==> src/rtl/axi4_ar_fifo.sv <==
// axi4_ar_fifo: first-word-fall-through FIFO on the AXI4 read-address channel.
// It decouples the master's AR handshake from downstream lookup latency and
// from back-pressure on the AR sender stage.
//
// Ports:
//   axi4_aclk, axi4_arstn    clock; asynchronous active-low reset
//   s_axi4_ar*               incoming AR beat (valid/ready slave side)
//   m_axi4_ar*               head entry presented to the AR sender (master side)
//   fill_level_o             registered entry count, 0..BUFFER_DEPTH
module axi4_ar_fifo #(
    parameter int unsigned AXI_ADDR_WIDTH = 40,
    parameter int unsigned AXI_ID_WIDTH   = 4,
    parameter int unsigned AXI_USER_WIDTH = 4,
    parameter int unsigned BUFFER_DEPTH   = 4
) (
    input  logic                              axi4_aclk,
    input  logic                              axi4_arstn,

    input  logic [AXI_ID_WIDTH-1:0]           s_axi4_arid,
    input  logic [AXI_ADDR_WIDTH-1:0]         s_axi4_araddr,
    input  logic [7:0]                        s_axi4_arlen,
    input  logic [2:0]                        s_axi4_arsize,
    input  logic [1:0]                        s_axi4_arburst,
    input  logic                              s_axi4_arlock,
    input  logic [2:0]                        s_axi4_arprot,
    input  logic [3:0]                        s_axi4_arcache,
    input  logic [AXI_USER_WIDTH-1:0]         s_axi4_aruser,
    input  logic                              s_axi4_arvalid,
    output logic                              s_axi4_arready,

    output logic [AXI_ID_WIDTH-1:0]           m_axi4_arid,
    output logic [AXI_ADDR_WIDTH-1:0]         m_axi4_araddr,
    output logic [7:0]                        m_axi4_arlen,
    output logic [2:0]                        m_axi4_arsize,
    output logic [1:0]                        m_axi4_arburst,
    output logic                              m_axi4_arlock,
    output logic [2:0]                        m_axi4_arprot,
    output logic [3:0]                        m_axi4_arcache,
    output logic [AXI_USER_WIDTH-1:0]         m_axi4_aruser,
    output logic                              m_axi4_arvalid,
    input  logic                              m_axi4_arready,

    output logic [$clog2(BUFFER_DEPTH):0]     fill_level_o
);

    localparam int unsigned PTR_W     = $clog2(BUFFER_DEPTH);
    localparam int unsigned CNT_W     = PTR_W + 1;
    localparam int unsigned PAYLOAD_W = AXI_ID_WIDTH + AXI_ADDR_WIDTH + 8 + 3 + 2 + 1
                                        + 3 + 4 + AXI_USER_WIDTH;

    logic [PAYLOAD_W-1:0] storage [BUFFER_DEPTH];
    logic [PAYLOAD_W-1:0] wr_payload_c;
    logic [PTR_W-1:0]     wr_ptr;
    logic [PTR_W-1:0]     rd_ptr;
    logic [CNT_W-1:0]     cnt;
    logic [CNT_W-1:0]     cnt_next_c;
    logic                 push_c;
    logic                 pop_c;

    // Full/empty come from the registered count only, so ready never depends on valid.
    assign s_axi4_arready = (cnt != CNT_W'(BUFFER_DEPTH));
    assign m_axi4_arvalid = (cnt != CNT_W'(0));

    assign push_c = s_axi4_arvalid & s_axi4_arready;
    assign pop_c  = m_axi4_arvalid & m_axi4_arready;

    assign wr_payload_c = {s_axi4_arid, s_axi4_araddr, s_axi4_arlen, s_axi4_arsize,
                           s_axi4_arburst, s_axi4_arlock, s_axi4_arprot,
                           s_axi4_arcache, s_axi4_aruser};

    // Head entry falls through; it only moves when rd_ptr advances on a pop.
    assign {m_axi4_arid, m_axi4_araddr, m_axi4_arlen, m_axi4_arsize, m_axi4_arburst,
            m_axi4_arlock, m_axi4_arprot, m_axi4_arcache, m_axi4_aruser} = storage[rd_ptr];

    assign fill_level_o = cnt;

    // Occupancy update.
    always_comb begin
        cnt_next_c = cnt;
        if (push_c && !pop_c) begin
            cnt_next_c = cnt + CNT_W'(1);
        end else if (pop_c && !push_c) begin
            cnt_next_c = cnt - CNT_W'(1);
        end
    end

    // Pointers and count; pointers wrap by natural overflow.
    always_ff @(posedge axi4_aclk or negedge axi4_arstn) begin
        if (!axi4_arstn) begin
            wr_ptr <= '0;
            rd_ptr <= '0;
            cnt    <= '0;
        end else begin
            cnt <= cnt_next_c;
            if (push_c) begin
                wr_ptr <= wr_ptr + PTR_W'(1);
            end
            if (pop_c) begin
                rd_ptr <= rd_ptr + PTR_W'(1);
            end
        end
    end

    // Payload storage, cleared on reset so the head reads zero when empty after reset.
    always_ff @(posedge axi4_aclk or negedge axi4_arstn) begin
        if (!axi4_arstn) begin
            for (int i = 0; i < int'(BUFFER_DEPTH); i++) begin
                storage[i] <= '0;
            end
        end else if (push_c) begin
            storage[wr_ptr] <= wr_payload_c;
        end
    end

endmodule

==> config.mk <==
export PLATFORM = sky130hd
export DESIGN_NAME = axi4_ar_fifo
export DESIGN_NICKNAME = d
export VERILOG_FILES = /design/src/rtl/axi4_ar_fifo.sv
export SDC_FILE = /design/constraint.sdc
export NUM_CORES = 1
export LEC_CHECK = 0
export CAP_MARGIN = 20
export CORE_ASPECT_RATIO = 2
export CORE_MARGIN = 10
export CORE_UTILIZATION = 50
export DETAILED_ROUTE_END_ITERATION = 10
export MAX_ROUTING_LAYER = met4
export PLACE_DENSITY = 0.72
export SLEW_MARGIN = 10
export SYNTH_ARGS = -nofsm -noshare
export SYNTH_HDL_FRONTEND = slang
export SYNTH_SLANG_ARGS = --single-unit
==> constraint.sdc <==
create_clock -name axi4_aclk -period 2 [get_ports axi4_aclk]
set_input_delay 0.4 -clock axi4_aclk [delete_from_list [all_inputs] [get_ports axi4_aclk]]
set_output_delay 0.4 -clock axi4_aclk [all_outputs]
set_load 0.02 [all_outputs]
### Word-level counts from Yosys, hierarchy flattened

Index checks and enable logic that the tools add are counted.

* ROM bits: 0
* bits in writable memories: 0
* memories kept: 0
* register bits after elaboration: 283
* output and inout port bits: 74
* bits of input ports: 73
* latch bits: 0

* reductions and logical operators: 7
* div/mod/pow operators: 0
* magnitude comparators: 3
* shifts and indexed selects: 0
* bitwise operators: 4
* muxes and demuxes: 8
* $add $sub $neg: 4
* multiply operators: 0
* eq/ne operators: 1

Operator list (number)
* $bwmux W276: 1
* $mux W69: 3
* $bmux W69 S2: 1
* $demux W69 S2: 1
* $ge A3 B3 Y1 const B: 2
* $mux W3: 2
* $not A2 Y3: 2
* $add A2 B1 Y2 const B: 2
* $add A3 B1 Y3 const B: 1
* $logic_and A1 B1 Y1: 3
* $lt A3 B1 Y1 const B: 1
* $ne A3 B3 Y1 const B: 1
* $reduce_bool A3 Y1: 1
* $sub A3 B1 Y3 const B: 1
* $and A1 B1 Y1: 2
* $logic_not A1 Y1: 2
* $reduce_bool A2 Y1: 1

### Depth between registers and ports, before layout

* word-level depth: 6
* depth in mapped cells: 9
* depth with buffers taken out: 8

### Least setup slack after synthesis

OpenSTA, ideal clock, no wires.

* path type: flip-flop to flip-flop
* start: register cnt[1], in the netlist fill_level_o[1]
* end: register cnt[1], in the netlist fill_level_o[1]
* setup slack: -0.272 ns
* required time: 1.875 ns
* arrival time: 2.148 ns
* cell stages (with the launch flop): 8
* setup time: 0.125 ns
* cells stage by stage: dfrtp_1 > or3b_1 > buf_2 > and2_1 > ha_1 > inv_1 > fa_1 > mux2_2

RTL lines
* from (decl): line 55 `logic [CNT_W-1:0] cnt;`
* from (signal assigned): line 94 `cnt <= cnt_next_c;`
* $ne A3 B3 Y1: line 61 `assign s_axi4_arready = (cnt != CNT_W'(BUFFER_DEPTH));`
* named net s_axi4_arready: line 29 `output logic s_axi4_arready,`
* $and A1 B1 Y1: line 64 `assign push_c = s_axi4_arvalid & s_axi4_arready;`
* named net push_c: line 57 `logic push_c;`
* $logic_and A1 B1 Y1: line 80 `if (push_c && !pop_c) begin`
* $mux W3: line 80
* named net cnt_next_c[1]: line 56 `logic [CNT_W-1:0] cnt_next_c;`

The timed path passes the listed nets, and every way through them passes these cells. The select of a mux whose other input is x is not followed.
A chain may end at the register's enable or synchronous reset.

### Final worst setup path

* start: register rd_ptr[0]
* end: output m_axi4_araddr[20]

* cells in the longest elaborated chain, start to end: 4

Ends and longest elaborated chain
* from (decl): line 54 `logic [PTR_W-1:0] rd_ptr;`
* from (signal assigned): line 99 `rd_ptr <= rd_ptr + PTR_W'(1);`
* $not A2 Y3 (not written as such): line 73 `m_axi4_arlock, m_axi4_arprot, m_axi4_arcache, m_axi4_aruser} = storage[rd_ptr];`
* $bmux W69 S2: line 73
* $mux W69 (not written as such) (2 in a row): line 73
* to (decl): line 32 `output logic [AXI_ADDR_WIDTH-1:0] m_axi4_araddr,`

No other way between the ends. The select of a mux whose other input is x is not followed.

==> summary.md <==
| Metric | Value |
|---|---|
| Cell types occupying the most area after synthesis | dfrtp_1, mux2_2, mux4_2 |
| CTS tree | yes |
| Maximum buffer depth of the clock tree | 3 |
| Vias post-DR | approximately 7000 |
| RePlAce Congestion | 0.805 |
| Initial DRC count | 349 |
| Number of buffer cells added on primary ports | 146 |
| Lkg Pwr | 0.00681 uW |
| Share of the core filled with cells | between 60% and 70% |
| Worst-Margin Slew | about 630 ps |
| # Max-Cap Violations | 0 |
| Unrepaired setup endpoints after global routing | true |
| Placement Rows | 81 |
| Max-slew violation count | 0 |
| First-pass GRT wire length | 46900 um |
| Ant diodes | 0 |
| Sum Neg Setup Slack | -25990 ps |
| P&R area growth vs syn | 29.6% |
| Vertical extent of the die | around 240 um |
| Setup violations, final | between 80 and 90 |
| HP Class | in2async |
| Mean instance size in the synthesized netlist | roughly 18 um^2 |
| WP data arrival | approximately 2000 ps |
| Cells after synthesis | between 700 and 800 |
| Kind of end point of the critical path | primary output |
| Area share of the leading cell type in the synthesized netlist | between 50% and 60% |
| Highest cell delay on the worst timing path | approximately 520 ps |
| Total wirelength of the detailed-routed design | 31600 um |
| Post-layout minimum cycle time | about 2400 ps |
| Vias per inst | 5.61 |
| Core area | 0.0245 mm^2 |
| All-layer global routing usage | between 10% and 20% |
| Syn Nets | between 700 and 800 |
| Fin crit share | 121% |
| Final count of hold timing violations | 0 |
| Die Span X | 132 um |
| Portion of the post-synthesis area used by sequential elements | a little under three fifths |
| Timing-limited maximum frequency | between 400 and 500 MHz |
| Status | finished, violations left |
| Maximum ir drop on the vdd rail | ~1.4 mV |
| Required arrival time at the worst endpoint | approximately 1600 ps |
| DRC viols | 0 |
| Cell taking the most area after synthesis | dfrtp_1 |
| Most common library cell in the layout ignoring fill and taps | dfrtp_1 |
| Area of the mapped netlist | roughly 0.012 mm^2 |
| Number of detailed-route iterations in the first pass | 4 |
| Worst hold-check slack | 439 ps |
| Post-route clock skew | around 10 ps |
| Worst setup path class | reg2out |
| Launching element type of the critical path | flop |
| Synth cell types | 21 |
| Worst-case headroom to the max-slew limit | between 50% and 60% |
| Slack of the critical path | -411 ps |
| Largest fanout on the critical path | 13 |
| # H-tree levels | 1 |
| Global-route congestion overflow total | 0 |
| Total clock buffers created by CTS | 26 |
| Highest-count cells in the layout ignoring fill and taps | dfrtp_1, mux2_2, clkdlybuf4s50_1, mux4_2, buf_6 |
| Final #Nets | approximately 1000 |
| Buffer type at the clock tree root | clkbuf_16 |
| Number of flip-flops and latches in the synthesized netlist | about 280 |
| DRT antenna net count | 0 |
| Effective utilization at floorplan | 50.7% |
| Die outline area | around 0.032 mm^2 |
| Via count of the first global-routing pass | ~8300 |
| Clock latency on the worst-skew pair | between 500 and 600 ps |
| Placement Setup Slack | -287 ps |
| Sinks on Clock Net | roughly 280 |
| CP max stage cell | mux4_2 |
| Antenna violations before repair | 0 |
| Boundary Pins | approximately 150 |
| Yosys warning total | 0 |
| Clock slew at reported path FFs | around 70 ps |
| Cell-by-cell trace of the critical path | buf_12 > buf_4 > mux4_2 > buf_2 |
| Cell total after placement | approximately 1200 |
| Non-filler instance count after layout | about 1300 |
| Pin count of the biggest net entering global routing | 73 |
| Layout cells sized above 1 | around three fifths |
| Wirelength per Cell | 24.9 um |
| Violations in the final reports | setup timing |
| Power per cell area | just under 2000 mW/mm^2 |
| Post-DP HPWL | about 20000 um |
-- final cells by class --
cell class                 instances  area, um^2
sequential                       283        7090
clock buffer                      39         761
inverter                           3        11.3
multi-input combinational        371        5090
clock inverter                     8         126
fill                            1777        8400
timing repair buffer             231        2630
tap                              332         415
-- metal layers --
layer	track usage [%]	part of all wire, %	routed length, um
met4	5.49	2.5	799
met1	20.2	36	11400
met5	-	0	0
met2	34.1	57	18000
met3	3.56	4.6	1470
-- state kept, by name, indices dropped and copies added, names as in the netlist --
signal and flops:
fill_level_o 3, rd_ptr 2, storage 276, wr_ptr 2
-- per-stage QoR --
step	instance area (um^2)	total power, uW
finish	16100	31300
global route	16100	32800
global placement	14800	25000
floorplan	12500	19400
detailed placement	14800	25700
CTS	15500	30200
-- where the power goes --
group | switching, uW | leakage (uW) | internal (uW) | total, uW
logic | 6680 | 0.00303 | 9030 | 15700
clock network | 2120 | 0.000422 | 3020 | 5140
registers | 1700 | 0.00336 | 8720 | 10400
total | 10500 | 0.00681 | 20800 | 31300
-- critical path: cells and delay by family (launching register included) --
kind,cells,cell delay (ps)
buf+inv,3,500
mux,1,520
flops,1,440
-- kinds of logic after synthesis --
kind of cell | after synthesis | synth area share [%]
buffers and inverters | 52 | 2.69
flip-flops | 283 | 56.9
XOR/XNOR | 6 | 0.422
adder cells (fa/ha/maj) | 6 | 0.664
AND/OR/NAND/NOR | 11 | 0.513
AO/OA/AOI/OAI | 1 | 0.0402
multiplexers | 346 | 38.8
-- final timing paths --
path	startpoint	depth (start not counted)	slack (ps)	endpoint
min	axi4_arstn	2	440	storage[130]$_DFFE_PN0P_
max	rd_ptr[0]$_DFFE_PN0P_	4	-410	m_axi4_araddr[20]
min in group axi4_aclk	storage[121]$_DFFE_PN0P_	1	500	storage[121]$_DFFE_PN0P_
max reg2reg	fill_level_o[0]$_DFFE_PN0P_	7	-90	fill_level_o[1]$_DFFE_PN0P_
max in group asynchronous	axi4_arstn	3	820	storage[270]$_DFFE_PN0P_
min reg2reg	storage[121]$_DFFE_PN0P_	1	500	storage[121]$_DFFE_PN0P_
-- synthesized netlist by cell type --
library cell,instances
ha_1,5
dfrtp_1,283
fa_1,1
nor2_1,1
buf_8,4
or3b_1,1
nand2_1,1
mux2_4,40
inv_1,3
or3_1,1
o21ai_0,1
and2_1,1
xor2_1,2
mux4_2,69
mux2_2,237
clkbuf_1,9
buf_2,28
buf_6,8
nand3_1,2
xnor2_1,4
and3_1,4
-- repair_timing --
action,in CTS,in global routing
gates cloned,0,18
pin swaps,4,6
hold buffers,1,0
endpoints found under the setup margin,75,160
hold endpoints to repair,63,0
buffers inserted,6,10
resized for setup,339,45
Note: power is estimated with default switching activity, not from simulation.
